[src/rtl/icetap_pkg.sv]
// Shared definitions for the icetap capture/readout blocks: FSM encodings,
// frame constants and width helpers.
package icetap_pkg;

    localparam logic [2:0] RD_IDLE  = 3'd0;
    localparam logic [2:0] RD_HDR   = 3'd1;
    localparam logic [2:0] RD_SEND  = 3'd2;
    localparam logic [2:0] RD_FETCH = 3'd3;
    localparam logic [2:0] RD_LOAD  = 3'd4;

    localparam logic [7:0] SYNC_BYTE = 8'hA5;

    // Capture FSM encodings, kept here so both clock domains agree on them.
    localparam logic [1:0] CAP_IDLE      = 2'd0;
    localparam logic [1:0] CAP_ARMED     = 2'd1;
    localparam logic [1:0] CAP_TRIGGERED = 2'd2;
    localparam logic [1:0] CAP_DONE      = 2'd3;

    function automatic int idx_bits(input int n);
        return (n <= 2) ? 1 : $clog2(n);
    endfunction

    function automatic int bytes_for(input int bits);
        return (bits + 7) / 8;
    endfunction

endpackage

[src/rtl/icetap_sync2.sv]
// Two-flop synchronizer for a single level signal crossing into scan_clk.
module icetap_sync2 (
    input  logic clk,
    input  logic rst_n,
    input  logic d,
    output logic q
);

    logic meta_q;
    logic sync_q;

    always_ff @(posedge clk or negedge rst_n) begin
        if (!rst_n) begin
            meta_q <= 1'b0;
            sync_q <= 1'b0;
        end else begin
            meta_q <= d;
            sync_q <= meta_q;
        end
    end

    assign q = sync_q;

endmodule

[src/rtl/icetap_readout.sv]
// Readout engine: walks the capture RAM from start to stop and streams a framed
// byte sequence (sync, trigger offset, count-1, samples) over valid/ready.
module icetap_readout
    import icetap_pkg::*;
#(
    parameter int NR_SIGNALS       = 16,
    parameter int RECORD_DEPTH     = 256,
    parameter int RAM_ADDR_BITS    = $clog2(RECORD_DEPTH),
    parameter int BYTES_PER_SAMPLE = bytes_for(NR_SIGNALS),
    parameter int ADDR_BYTES       = bytes_for(RAM_ADDR_BITS)
) (
    input  logic                     scan_clk,
    input  logic                     scan_reset_,
    input  logic                     dump_req,
    input  logic                     capture_idle,
    input  logic [RAM_ADDR_BITS-1:0] start_addr,
    input  logic [RAM_ADDR_BITS-1:0] trigger_addr,
    input  logic [RAM_ADDR_BITS-1:0] stop_addr,
    output logic [RAM_ADDR_BITS-1:0] mem_rd_addr,
    input  logic [NR_SIGNALS-1:0]    mem_rd_data,
    output logic                     busy,
    output logic                     tx_valid,
    input  logic                     tx_ready,
    output logic [7:0]               tx_data
);

    localparam int SR_W   = BYTES_PER_SAMPLE * 8;
    localparam int HB_W   = ADDR_BYTES * 8;
    localparam int BIDX_W = idx_bits(BYTES_PER_SAMPLE);
    localparam int HIDX_W = idx_bits(2 * ADDR_BYTES + 1);
    localparam logic [RAM_ADDR_BITS-1:0] ADDR_ONE = 1;

    logic                     idle_sync;
    logic [2:0]               state_q, state_d;
    logic [RAM_ADDR_BITS-1:0] mem_rd_addr_q, mem_rd_addr_d;
    logic                     tx_valid_q, tx_valid_d;
    logic [7:0]               tx_data_q, tx_data_d;
    logic [SR_W-1:0]          shift_q, shift_d;
    logic [2*HB_W-1:0]        hdr_q, hdr_d;
    logic [HIDX_W-1:0]        hdr_idx_q, hdr_idx_d;
    logic [BIDX_W-1:0]        byte_idx_q, byte_idx_d;
    logic [RAM_ADDR_BITS-1:0] smp_idx_q, smp_idx_d;
    logic [RAM_ADDR_BITS-1:0] cnt_m1_q, cnt_m1_d;
    logic [1:0]               fetch_ph_q, fetch_ph_d;

    logic [RAM_ADDR_BITS-1:0] ofs_w;
    logic [RAM_ADDR_BITS-1:0] cnt_m1_w;
    logic [SR_W-1:0]          smp_ext;
    logic [SR_W-1:0]          shift_nxt;
    logic [2*HB_W-1:0]        hdr_nxt;
    logic                     xfer;

    icetap_sync2 u_idle_sync (
        .clk   (scan_clk),
        .rst_n (scan_reset_),
        .d     (capture_idle),
        .q     (idle_sync)
    );

    // Modulo arithmetic falls out of the fixed address width; CNT=0 wraps to DEPTH-1.
    assign ofs_w     = trigger_addr - start_addr;
    assign cnt_m1_w  = stop_addr - start_addr - ADDR_ONE;
    assign smp_ext   = SR_W'(mem_rd_data);
    assign shift_nxt = shift_q >> 8;
    assign hdr_nxt   = hdr_q >> 8;
    assign xfer      = tx_valid_q && tx_ready;

    always_comb begin
        state_d       = state_q;
        mem_rd_addr_d = mem_rd_addr_q;
        tx_valid_d    = tx_valid_q;
        tx_data_d     = tx_data_q;
        shift_d       = shift_q;
        hdr_d         = hdr_q;
        hdr_idx_d     = hdr_idx_q;
        byte_idx_d    = byte_idx_q;
        smp_idx_d     = smp_idx_q;
        cnt_m1_d      = cnt_m1_q;
        fetch_ph_d    = fetch_ph_q;
        case (state_q)
            RD_IDLE: begin
                if (dump_req && idle_sync) begin
                    state_d       = RD_HDR;
                    mem_rd_addr_d = start_addr;
                    cnt_m1_d      = cnt_m1_w;
                    hdr_d         = {HB_W'(cnt_m1_w), HB_W'(ofs_w)};
                    hdr_idx_d     = '0;
                    byte_idx_d    = '0;
                    smp_idx_d     = '0;
                    fetch_ph_d    = 2'd1;
                    tx_valid_d    = 1'b1;
                    tx_data_d     = SYNC_BYTE;
                end
            end
            RD_HDR: begin
                // Sample 0 arrives two cycles into the header, well before it is needed.
                if (fetch_ph_q == 2'd1) begin
                    fetch_ph_d = 2'd2;
                end else if (fetch_ph_q == 2'd2) begin
                    shift_d    = smp_ext;
                    fetch_ph_d = 2'd0;
                end
                if (xfer) begin
                    if (hdr_idx_q == HIDX_W'(2 * ADDR_BYTES)) begin
                        state_d   = RD_SEND;
                        tx_data_d = shift_q[7:0];
                    end else begin
                        tx_data_d = hdr_q[7:0];
                        hdr_d     = hdr_nxt;
                        hdr_idx_d = hdr_idx_q + 1'b1;
                    end
                end
            end
            RD_SEND: begin
                if (xfer) begin
                    if (byte_idx_q == BIDX_W'(BYTES_PER_SAMPLE - 1)) begin
                        tx_valid_d = 1'b0;
                        byte_idx_d = '0;
                        if (smp_idx_q == cnt_m1_q) begin
                            state_d = RD_IDLE;
                        end else begin
                            state_d       = RD_FETCH;
                            mem_rd_addr_d = mem_rd_addr_q + ADDR_ONE;
                            smp_idx_d     = smp_idx_q + ADDR_ONE;
                        end
                    end else begin
                        shift_d    = shift_nxt;
                        tx_data_d  = shift_nxt[7:0];
                        byte_idx_d = byte_idx_q + 1'b1;
                    end
                end
            end
            RD_FETCH: begin
                state_d = RD_LOAD;
            end
            RD_LOAD: begin
                state_d    = RD_SEND;
                shift_d    = smp_ext;
                tx_data_d  = smp_ext[7:0];
                tx_valid_d = 1'b1;
            end
            default: begin
                state_d    = RD_IDLE;
                tx_valid_d = 1'b0;
            end
        endcase
    end

    always_ff @(posedge scan_clk or negedge scan_reset_) begin
        if (!scan_reset_) begin
            state_q       <= RD_IDLE;
            mem_rd_addr_q <= '0;
            tx_valid_q    <= 1'b0;
            tx_data_q     <= '0;
            shift_q       <= '0;
            hdr_q         <= '0;
            hdr_idx_q     <= '0;
            byte_idx_q    <= '0;
            smp_idx_q     <= '0;
            cnt_m1_q      <= '0;
            fetch_ph_q    <= '0;
        end else begin
            state_q       <= state_d;
            mem_rd_addr_q <= mem_rd_addr_d;
            tx_valid_q    <= tx_valid_d;
            tx_data_q     <= tx_data_d;
            shift_q       <= shift_d;
            hdr_q         <= hdr_d;
            hdr_idx_q     <= hdr_idx_d;
            byte_idx_q    <= byte_idx_d;
            smp_idx_q     <= smp_idx_d;
            cnt_m1_q      <= cnt_m1_d;
            fetch_ph_q    <= fetch_ph_d;
        end
    end

    assign busy        = (state_q != RD_IDLE);
    assign tx_valid    = tx_valid_q;
    assign tx_data     = tx_data_q;
    assign mem_rd_addr = mem_rd_addr_q;

endmodule

[config.mk]
export PLATFORM = sky130hd
export DESIGN_NAME = icetap_readout
export DESIGN_NICKNAME = d
export VERILOG_FILES = /design/src/rtl/icetap_pkg.sv /design/src/rtl/icetap_sync2.sv /design/src/rtl/icetap_readout.sv
export SDC_FILE = /design/constraint.sdc
export NUM_CORES = 1
export LEC_CHECK = 0
export CAP_MARGIN = 5
export CORE_UTILIZATION = 42
export DETAILED_ROUTE_END_ITERATION = 12
export GPL_TIMING_DRIVEN = 0
export HOLD_SLACK_MARGIN = 0.1
export PLACE_DENSITY = 0.62
export SLEW_MARGIN = 25
export SYNTH_ARGS = -nofsm -noshare
export SYNTH_HDL_FRONTEND = slang
export SYNTH_HIERARCHICAL = 1
export SYNTH_SLANG_ARGS = --single-unit
[constraint.sdc]
create_clock -name scan_clk -period 3 [get_ports scan_clk]
set_input_delay 0.75 -clock scan_clk [delete_from_list [all_inputs] [get_ports scan_clk]]
set_output_delay 0.75 -clock scan_clk [all_outputs]
set_load 0.02 [all_outputs]
# Word level (Yosys, flattened, before mapping)
# Index checks and enable logic that the tools add are counted.
[classes]
add_sub_neg = 7
reduce_logical = 18
n_mux = 48
n_bitwise = 1
n_eq_ne = 19
[ops]
columns = ["op", "count"]
rows = [
  ["$mux 16", 7],
  ["$mux 8", 13],
  ["$pmux 16 s3", 1],
  ["$pmux 16 s2", 1],
  ["$pmux 8 s2", 2],
  ["$pmux 8 s4", 1],
  ["$ne 2x2->1 const B", 10],
  ["$reduce_and 5->1", 4],
  ["$add 8x1->8 const B", 2],
  ["$sub 8x8->8", 2],
  ["$mux 3", 5],
  ["$pmux 3 s5", 1],
  ["$mux 2", 7],
  ["$eq 8x8->1", 1],
  ["$pmux 2 s2", 2],
  ["$reduce_and 4->1", 2],
  ["$sub 8x1->8 const B", 1],
  ["$eq 3x2->1 const B", 2],
  ["$mux 1", 6],
  ["$reduce_and 3->1", 2],
  ["$reduce_bool 3->1", 2],
  ["$eq 2x2->1 const B", 2],
  ["$pmux 1 s4", 1],
  ["$reduce_bool 2->1", 2],
  ["other kinds (13)", 14],
]
[word_totals]
word_cells = 106
input_bits = 45
output_inout_bits = 18
register_bits = 75

# Longest topological paths before layout
[depth]
depth_word = 5
depth_mapped = 10
ltp_nobuf = 10

# By module
# The synthesis kept the hierarchy.
[modules_own_cells]
columns = ["module", "n_inst", "seq_area_each_um2", "area_each_um2", "cells_each"]
rows = [
  ["icetap_readout", 1, 1826.8, 4194.0, 470],
  ["icetap_sync2", 1, 50.0, 50.0, 2],
]

# Worst setup path before layout
# No wires, ideal clock.
[synth_path]
path_kind = "input-to-reg"
start = "input start_addr[1]"
end = "register hdr_q[7]"
required_time_ns = 2.859
path_stages = 8
t_arrival_ns = 2.227
setup_ns = 0.141
path_slack_ns = 0.632
path_buffers = 0
path_cell_list = "inv_1 -> ha_1 -> nor2b_1 -> o21a_1 -> a311o_1 -> o31a_1 -> xnor2_1 -> a31oi_1"
[synth_between]
elab_chain_len = 3
[synth_lines]
columns = ["item", "line", "text"]
rows = [
  ["start: declaration", "icetap_readout.sv:16", "input logic [RAM_ADDR_BITS-1:0] start_addr,"],
  ["$sub 8x8->8", "icetap_readout.sv:61", "assign ofs_w = trigger_addr - start_addr;"],
  ["$mux 16", "icetap_readout.sv:82", "if (dump_req && idle_sync) begin"],
  ["$pmux 16 s2", "icetap_readout.sv:80", "case (state_q)"],
  ["end signal: assignment", "icetap_readout.sv:168", "hdr_q <= hdr_d;"],
  ["end: declaration", "icetap_readout.sv:39", "logic [2*HB_W-1:0] hdr_q, hdr_d;"],
]
# Every way passes these cells. The select of a mux whose other input is x is not followed.
# A chain may end at the register's enable or synchronous reset.

# Worst setup path in the final report
# Ends and elaborated chain as after synthesis.

==> results.txt <==
----------------------------------------------------
[Outcome]
  Result of the run ... finished clean

[Clock network]
  Number of clock sinks seen by CTS ... 75
  Clock slew at the register clock pins of the worst setup and hold paths ... 0.09 ns
  Count of hold-fix buffers inserted at cts ... 0
  H-tree depth reported by CTS ... 3
  Maximum count of clock buffers along a single path ... 2
  TritonCTS clock tree ... built
  Post-CTS Setup Bufs ... 0
  TritonCTS buffer count ... 9
  Root Driver ... clkbuf_8
  Post-cts gate resize count ... 0
  Skew-Pair Late Insertion Delay ... 0.36 ns

[Synthesis]
  Number of synthesized flops with an enable pin ... 0
  Synth Flop Type ... dfrtp_1
  Number of flip-flops and latches in the synthesized netlist ... 75
  Mean instance size in the synthesized netlist ... 8.99 um2
  Synth async-reset ratio ... 100%
  Syn nets ... 538
  Register area share after synthesis ... 44.2%
  Distinct cells, synth ... 50
  Number of warning messages in the yosys log ... 6
  Number of instances in the synthesized netlist ... 472
  Netlist Area Pre-Place ... 4240 um2

[Detailed routing]
  Detailed-route DRC error count ... 0
  Routed Wire Length ... 11.5 mm
  Total via count after detailed routing ... 3759
  First DRT Iteration DRCs ... 218
  Final routed wire length divided by cell count ... 16.8 um
  Drt pass-1 iters ... 4
  Number of routed nets with antenna violations ... 0
  DR vias/cell ... 5.50

[STA]
  Fin. Hold Viols ... 0
  Final slew viol count ... 0
  Maximum achievable frequency ... 371 MHz
  Slew at the pin closest to its max-slew limit ... 0.614 ns
  Setup repair after global routing missed its margin ... false
  Post-Route Skew ... 0.0126 ns
  Sum Neg Setup Slack ... 0 ns
  Share of the clock period used by the worst path after layout ... 89.8%
  Relative slew slack ... 58.8%
  Count of final setup violators ... 0
  Final critical-path required period ... 2.69 ns

[Floorplan]
  I/O Pins ... 63
  Die Width ... 103 um
  Area inside the core boundary ... 9770 um2
  Initial Util ... 43.4%
  Die Y ... 103 um
  Die ar. ... 10500 um2
  Row Count ... 36

[Pwr]
  Leak pwr ... 2.31 nW
  Worst vdd rail ir drop ... 336 uV
  Power per standard cell area ... 894 nW/um2

[Final layout]
  Final Instance Count excl. Fillers ... 684
  Final #Nets ... 612
  Post-Layout Inst Area ... 5280 um2
  Antenna diode instance count ... 0
  Filler Cell Count ... 921
  Area added between synthesis and finish ... 24.4%
  Share of post-route cells with drive strength above 1 ... 7.26%

[Critical path]
  Worst Setup Start Kind ... input port
  CP required ... 3.23 ns
  Crit Path Max Fanout ... 4
  Maximum cell stage delay along the critical path ... 0.51 ns
  Sequence of cells on the critical path ... clkdlybuf4s50_1 -> inv_1 -> ha_1 -> nor2b_1 -> o21a_1 -> a311o_1 -> o31a_1 -> xnor2_1 -> a31oi_1
  Worst Setup Path Type ... input port to flop
  Worst path slowest cell ... clkdlybuf4s50_1
  Arrival time at the worst endpoint ... 2.92 ns
  Type of element capturing the critical path ... flop

[Job]
  Number of maximum-capacitance violations ... 0

[Global routing]
  GRT Resource Usage Total ... 23.5%
  Pin count of the biggest net entering global routing ... 41
  Initial antenna violation count ... 0
  Wire length of the first global-routing pass ... 18.4 mm
  Via count of the first global-routing pass ... 3528
  GRT overflow ... 0

[Place]
  Placed cells ... 668
  DP HPWL ... 8.69 mm
  Gpl congestion ... 0.811
  DP Area ... 5050 um2
  Port bufs ... 62

[Min path]
  Min-delay worst type ... input port to async pin

----------------------------------------------------
-- sequential cells by signal (all words and copies together) (netlist names) --
name,flops
state_q,3
smp_idx_q,8
fetch_ph_q,2
cnt_m1_q,8
hdr_idx_q,2
u_idle_sync/q,1
shift_q,16
byte_idx_q,1
tx_data,8
mem_rd_addr,8
u_idle_sync/meta_q,1
tx_valid,1
hdr_q,16
-- per-stage QoR --
| stage | setup WS, ns | util, % | power, mW | hold WS (ns) |
|---|---|---|---|---|
| after CTS | 0.289 | 53.9 | 4.73 | 0.362 |
| after global routing | 0.181 | 54.0 | 5.07 | 0.364 |
| after floorplan | 0.632 | - | 3.08 | 0.331 |
| after detailed placement | -0.0951 | 51.7 | 3.83 | 0.338 |
| after global placement | -1.60 | 51.5 | 3.78 | 0.345 |
| final | 0.306 | 54.0 | 4.72 | 0.354 |
-- power by group --
| group | switching (mW) | leakage [nW] | internal (mW) | total [mW] |
|---|---|---|---|---|
| registers | 0.321 | 0.924 | 1.41 | 1.73 |
| clock network | 0.417 | 0.114 | 0.474 | 0.892 |
| logic | 1.18 | 1.28 | 0.912 | 2.09 |
| total | 1.92 | 2.31 | 2.80 | 4.72 |
-- layout by cell type (no fill, tap or decap), drive strengths merged, types with 3 or more instances in the layout --
master         netlist  routed
dfrtp               75      75
nand2               67      67
clkdlybuf4s50        0      61
nor2                48      48
o21ai               43      43
a21oi               29      29
clkbuf              13      22
ha                  19      19
inv                 18      19
xnor2               16      16
a22o                14      14
a31oi               12      12
nor3                12      12
nand3               10      10
mux2                 9       9
a22oi                9       9
buf                  7       9
and3                 8       8
a21o                 6       6
nor2b                6       6
xor2                 5       5
o31ai                5       5
o22ai                4       4
nand2b               4       4
clkinv               0       4
and2                 3       3
o21a                 3       3
o211ai               3       3
-- final cells by class --
class / count / area, um2 / share of cell area (%)
timing repair buffer: 63 / 638 / 12.1
tap: 133 / 166 / 3.15
clock inverter: 7 / 100 / 1.90
multi-input combinational: 359 / 2220 / 42.1
clock buffer: 9 / 124 / 2.35
inverter: 18 / 67.6 / 1.28
buffer: 20 / 82.6 / 1.56
sequential: 75 / 1880 / 35.6
-- synthesized netlist by cell type (all sizes together) (6+ instances only) --
master / count / share of area (%)
a21o: 6 / 1.1
a21oi: 29 / 3.5
a22o: 14 / 2.9
a22oi: 9 / 1.6
a31oi: 12 / 1.8
and3: 8 / 1.2
buf: 7 / 0.80
clkbuf: 13 / 1.1
dfrtp: 75 / 44
ha: 19 / 5.6
inv: 18 / 1.6
mux2: 9 / 2.4
nand2: 67 / 5.9
nand3: 10 / 1.2
nor2: 48 / 4.2
nor2b: 6 / 0.88
nor3: 12 / 1.5
o21ai: 43 / 5.1
xnor2: 16 / 3.3
-- per-layer routing --
metal / up-vias / wire (um) / global-route usage (%)
met5: - / 0 / 0
met4: 0 / 192 / 9.34
met2: 113 / 5330 / 36.7
li1: 1821 / - / -
met3: 12 / 496 / 2.31
met1: 1813 / 5490 / 33.6
-- worst max-delay path: cells and delay by family --
family	cells	cell delay, ns
buffers and inverters	2	0.65
xor gates and xnor gates	1	0.17
adders and majority gates	1	0.30
AOI/OAI and AO/OA	4	0.92
and+or+nand+nor	1	0.13
-- worst paths after layout --
| path | start | to | slack [ns] | depth (start not counted) |
|---|---|---|---|---|
| setup reg to reg | hdr_idx_q[0] | hdr_q[2] | 0.64 | 7 |
| hold reg to reg | u_idle_sync/meta_q | u_idle_sync/q | 0.36 | 0 |
| min in group scan_clk | u_idle_sync/meta_q | u_idle_sync/q | 0.36 | 0 |
| setup / recovery | start_addr[1] | hdr_q[7] | 0.31 | 9 |
| max in group asynchronous | scan_reset_ | mem_rd_addr[6] | 2.07 | 2 |
| hold / removal | scan_reset_ | u_idle_sync/meta_q | 0.35 | 1 |
-- kinds of logic (layout without fill, tap and decap cells) --
logic type | count (synthesis) | in the layout | share of synthesized area [%]
simple gates | 167 | 167 | 17.4
compound gates | 139 | 139 | 21.1
flops | 75 | 75 | 44.2
buf+inv | 38 | 117 | 3.54
fa+ha+maj | 21 | 21 | 6.54
xor+xnor | 21 | 21 | 4.33
mux | 11 | 11 | 2.86
No activity file was read; power rests on OpenSTA's default activity.
